**src/rtl/atomik_decoder.sv**
```systemverilog
// atomik_decoder: receive-side partner of the polymorphic scrambling core.
// It tracks the sender's xorshift32 keystream cycle for cycle, XORs each
// incoming ciphertext word with the current seed, and queues the plaintext
// in a small FIFO. FIFO_DEPTH must be a power of two and at least 2.
module atomik_decoder #(
    parameter int FIFO_DEPTH = 4
) (
    input  logic        clk,
    input  logic        rst_n,
    input  logic [31:0] scramble_threshold,
    input  logic [31:0] polymorph_seed,
    input  logic        otp_en,
    input  logic        seed_resync,
    input  logic [31:0] cipher_in,
    input  logic        cipher_valid,
    output logic [31:0] plain_out,
    output logic        plain_valid,
    input  logic        plain_ready,
    output logic        overflow,
    output logic [15:0] frame_count
);

    localparam int ADDR_W = $clog2(FIFO_DEPTH);
    localparam int PTR_W  = ADDR_W + 1;

    // Keystream state, kept in lockstep with the transmitting core
    logic [31:0] seed;
    logic [31:0] timer;
    logic        cv_prev;
    logic        active;

    // Plaintext FIFO storage and extra-MSB pointers
    logic [31:0]      mem [FIFO_DEPTH];
    logic [PTR_W-1:0] wr_ptr;
    logic [PTR_W-1:0] rd_ptr;
    logic             overflow_q;
    logic [15:0]      frame_q;

    // Decoded control terms
    logic [31:0] seed_load;
    logic [31:0] xs1;
    logic [31:0] xs2;
    logic [31:0] xs3;
    logic [31:0] seed_rot;
    logic        thr_on;
    logic        end_of_txn;
    logic        rotate;
    logic        fifo_empty;
    logic        fifo_full;
    logic        pop;
    logic        push_ok;
    logic        drop;

    // Seed candidates, rotation decision and FIFO handshake terms
    always_comb begin
        seed_load  = (polymorph_seed == 32'd0) ? 32'hFFFF_FFFF : polymorph_seed;
        xs1        = seed ^ (seed << 13);
        xs2        = xs1 ^ (xs1 >> 17);
        xs3        = xs2 ^ (xs2 << 5);
        seed_rot   = (xs3 == 32'd0) ? 32'hFFFF_FFFF : xs3;
        thr_on     = (scramble_threshold != 32'd0);
        end_of_txn = cv_prev & ~cipher_valid;
        rotate     = (thr_on && (timer >= scramble_threshold)) || (otp_en && end_of_txn);
        fifo_empty = (wr_ptr == rd_ptr);
        fifo_full  = (wr_ptr[ADDR_W] != rd_ptr[ADDR_W]) &&
                     (wr_ptr[ADDR_W-1:0] == rd_ptr[ADDR_W-1:0]);
        pop        = rst_n & ~fifo_empty & plain_ready;
        push_ok    = cipher_valid & (~fifo_full | pop);
        drop       = cipher_valid & fifo_full & ~pop;
    end

    // Keystream advance: resync beats rotation, rotation beats zero-seed load
    always_ff @(posedge clk) begin
        if (!rst_n) begin
            seed    <= 32'd0;
            timer   <= 32'd0;
            cv_prev <= 1'b0;
            active  <= 1'b0;
        end else if (seed_resync) begin
            seed    <= seed_load;
            timer   <= 32'd0;
            cv_prev <= 1'b0;
            active  <= 1'b0;
        end else begin
            cv_prev <= cipher_valid;
            if (cipher_valid) begin
                active <= 1'b1;
            end else if (end_of_txn) begin
                active <= 1'b0;
            end
            if (rotate) begin
                seed  <= seed_rot;
                timer <= 32'd0;
            end else begin
                if (seed == 32'd0) begin
                    seed <= seed_load;
                end
                if (thr_on && (active || cipher_valid)) begin
                    timer <= timer + 32'd1;
                end
            end
        end
    end

    // FIFO storage write of the decrypted word using the pre-edge seed
    always_ff @(posedge clk) begin
        if (rst_n && push_ok) begin
            mem[wr_ptr[ADDR_W-1:0]] <= cipher_in ^ seed;
        end
    end

    // FIFO pointers and sticky overflow flag
    always_ff @(posedge clk) begin
        if (!rst_n) begin
            wr_ptr     <= '0;
            rd_ptr     <= '0;
            overflow_q <= 1'b0;
        end else begin
            if (push_ok) begin
                wr_ptr <= wr_ptr + PTR_W'(1);
            end
            if (pop) begin
                rd_ptr <= rd_ptr + PTR_W'(1);
            end
            if (drop) begin
                overflow_q <= 1'b1;
            end
        end
    end

    // Saturating count of completed transactions
    always_ff @(posedge clk) begin
        if (!rst_n) begin
            frame_q <= 16'd0;
        end else if (end_of_txn && (frame_q != 16'hFFFF)) begin
            frame_q <= frame_q + 16'd1;
        end
    end

    // Outputs are forced low while reset is held, even before the first edge
    assign plain_valid = rst_n & ~fifo_empty;
    assign plain_out   = plain_valid ? mem[rd_ptr[ADDR_W-1:0]] : 32'd0;
    assign overflow    = rst_n & overflow_q;
    assign frame_count = rst_n ? frame_q : 16'd0;

endmodule

```
**config.mk**
```make
export PLATFORM = sky130hd
export DESIGN_NAME = atomik_decoder
export DESIGN_NICKNAME = d
export VERILOG_FILES = /design/src/rtl/atomik_decoder.sv
export SDC_FILE = /design/constraint.sdc
export NUM_CORES = 1
export LEC_CHECK = 0
export ABC_AREA = 1
export BUFFER_PORTS_ARGS = -buffer_cell sky130_fd_sc_hd__buf_2
export CAP_MARGIN = 10
export CORE_MARGIN = 10
export CORE_UTILIZATION = 53
export CTS_CLUSTER_DIAMETER = 120
export DETAILED_ROUTE_END_ITERATION = 10
export GPL_TIMING_DRIVEN = 0
export PLACE_DENSITY_LB_ADDON = 0.1
export SLEW_MARGIN = 20
export SYNTH_ARGS = -nofsm -noshare
export SYNTH_HDL_FRONTEND = slang
export SYNTH_SLANG_ARGS = --single-unit
```
**constraint.sdc**
```tcl
create_clock -name clk -period 3 [get_ports clk]
set_input_delay 0.45 -clock clk [delete_from_list [all_inputs] [get_ports clk]]
set_output_delay 0.45 -clock clk [all_outputs]
set_load 0.03 [all_outputs]
```
==> results.md <==
- Status: complete, no violations
- Final setup TNS: 0 ps
- Skew-Pair Late Insertion Delay: 520 ps
- Pin slew with the least headroom to its limit: 728 ps
- First-pass GRT wire length: 51.1 mm
- Final nets: 1735
- Largest net degree at the start of global routing: 23
- Initial antenna violation count: 0
- Top cell type by total area after synthesis: edfxtp_1
- Clock Sinks: 219
- Synthesized area per cell: 8.43 sq um
- Synthesized Nets: 1557
- Fill cells: 1952
- Area post-placement: 0.0132 sq mm
- Clock Tree Buf Depth: 3
- DR pass1 iterations: 5
- Pwr Total: 7.44 mW
- Die Y: 170 um
- Area of the mapped netlist: 0.0119 sq mm
- Max-cap violations: 0
- Post-synth EDFFs: 128
- CTS buffer count: 22
- Setup ws final: 154 ps
- Drt wl/cell: 17.1 um
- CP Max Fanout: 10
- H-tree depth: 1
- Iter 0 DRT Violations: 704
- Drt total wl: 32.3 mm
- Cell variety after synth: 45
- Required @ worst endpoint: 2550 ps
- DRT antenna net count: 0
- Via density: 5.40
- Number of global-route vias before repair: 9773
- #FFs+latches synth: 219
- Share of layout cells above drive strength 1: 16.8%
- Gpl congestion: 0.927
- Fin crit share: 94.9%
- Slew headroom: 51.0%
- CP startpoint: wr_ptr[1]
- Die width: 170 um
- Max-slew violation count: 0
- Post-synth ARST share: 0%
- Top cells by count, synth: nor2_1, nand2_1, inv_1, edfxtp_1, a21oi_1
- DRC Markers: 0
- Clock-pin slew on the worst setup and hold paths: 70 ps
- CTS root buffer: clkbuf_16
- GR Overflow Total: 0
- Hpwl dp: 24.2 mm
- CTS tree: done
- R2r startpoint: wr_ptr[1]
- RSZ-0062 raised after global routing: false
- Leakage power: 5.99 nW
- # setup viols final: 0
- Starting Density: 54.2%
- Boundary pin count: 152
- CP Launch Type: flop
- Core area: 0.0220 sq mm
- Syn. warnings: 0
- Cells after Synth: 1416
- Clock skew: 32.2 ps
- Final Hold Fails: 0
- Crit path arrival time: 2400 ps
- Pre-CTS setup slack: 202 ps
- Final Cell Area: 0.0139 sq mm
- Port Buffers: 150
- Total number of vias: 10200
- FMAX: 351 MHz
- Hold Path Class: in -> reg
- Final min period: 2850 ps
- Row Count: 54
- Largest cells by area after synthesis: edfxtp_1, dfxtp_1, nor2_1
- Primary FF master, synth: edfxtp_1
- Layout area overhead: 16.6%
- ANT cells: 0
- Top cell type's share of synthesized area: 32.2%
- Startpoint of the worst hold path: cipher_valid
- Total GRT Usage: 21.9%
- Most frequent cell after synthesis: nor2_1
- Sequential area share after synthesis: 47.4%
- Pwr dens: 535 mW/mm^2
- Crit Path Category: reg -> out
- VDD IR max: 0.389 mV
- CP Capture Type: primary output
- Die Footprint: 0.0289 sq mm
## per-stage QoR
| step | instances | util [%] | hold WS (ps) |
|---|---|---|---|
| floorplan | 1416 | - | 419 |
| global placement | 1846 | 59.2 | 434 |
| detailed placement | 1850 | 59.8 | 442 |
| CTS | 1890 | 63.1 | 228 |
| global route | 1890 | 63.2 | 259 |
| finish | 1890 | 63.2 | 239 |
## cells in the final DEF, fill, tap and decap left out, types with 4 or more instances in the layout
cell	instances
clkbuf_16	22
nor4_1	21
nand2_1	199
clkinv_1	7
nand2_2	5
nand4_1	23
xor2_1	86
nand3_1	50
ha_1	39
nand3_2	16
nor3_1	28
or2_2	7
clkbuf_2	6
o21ai_0	113
inv_1	137
edfxtp_1	128
nor2_1	213
dfxtp_1	91
a21oi_1	119
nor2_4	5
clkinv_2	6
xnor2_1	31
o21ai_1	8
buf_2	168
inv_2	6
clkbuf_1	30
a31oi_1	4
## cells by family (layout without fill, tap and decap cells)
logic type	after synthesis	count (layout)	share of synthesized area, %
AOI/OAI and AO/OA	254	254	11.0
xor gates and xnor gates	120	120	8.99
adders and majority gates	39	39	4.09
DFF	219	219	47.4
buffers and inverters	204	398	6.81
and+or+nand+nor	580	580	21.7
## power breakdown
| group | total (mW) | switching [mW] | internal [mW] | leakage [nW] |
|---|---|---|---|---|
| Sequential | 3.43 | 0.108 | 3.32 | 1.91 |
| Clock | 2.75 | 1.14 | 1.61 | 0.357 |
| Combinational | 1.26 | 0.825 | 0.439 | 3.72 |
| Total | 7.44 | 2.07 | 5.37 | 5.99 |
## registers in the layout (all words and copies together), names as in the netlist, named ones only
name / count
cv_prev: 1
timer: 32
active: 1
frame_q: 16
wr_ptr: 3
rd_ptr: 3
mem: 128
seed: 32
overflow_q: 1
## area by class of cell
| class | count | area [sq um] | share of cell area (%) |
|---|---|---|---|
| Clock inverter | 16 | 168 | 1.20 |
| Buffer | 57 | 270 | 1.94 |
| Tap cell | 280 | 350 | 2.52 |
| Timing Repair Buffer | 155 | 866 | 6.22 |
| Clock buffer | 24 | 558 | 4.01 |
| Sequential cell | 219 | 5670 | 40.7 |
| Multi-Input combinational cell | 993 | 5490 | 39.5 |
| Inverter | 146 | 548 | 3.94 |
## timing repair
item	in CTS	in global routing
resized for setup	2	7
endpoints found under the hold margin	0	0
hold buffers	0	0
endpoints found under the setup margin	4	39
gates cloned	0	0
pin swaps	0	1
setup buffers	0	1
## worst paths after layout
check,end,slack [ps],cells after the start
max reg2reg,mem[0][26],270,13
max,plain_out[7],150,8
min,cv_prev,240,3
min reg2reg,overflow_q,450,2
## critical path, stage by stage, from the launching register on
cell      delay [ps]
dfxtp_1          380
inv_1            110
nand2_1           70
and3_1           170
nand2_1           60
nand2_2          190
clkbuf_1         500
a21oi_1          160
buf_2            230
## per-layer routing
layer  up-vias  part of all wire (%)  global-route usage, %
li1       5072                     -                      -
met1      4687                    45                   30.8
met2       394                    44                   33.7
met3        56                   8.8                   4.07
met4         0                   2.3                   6.29
met5         -                     0                      0
Note: power is estimated with default switching activity, not from simulation.
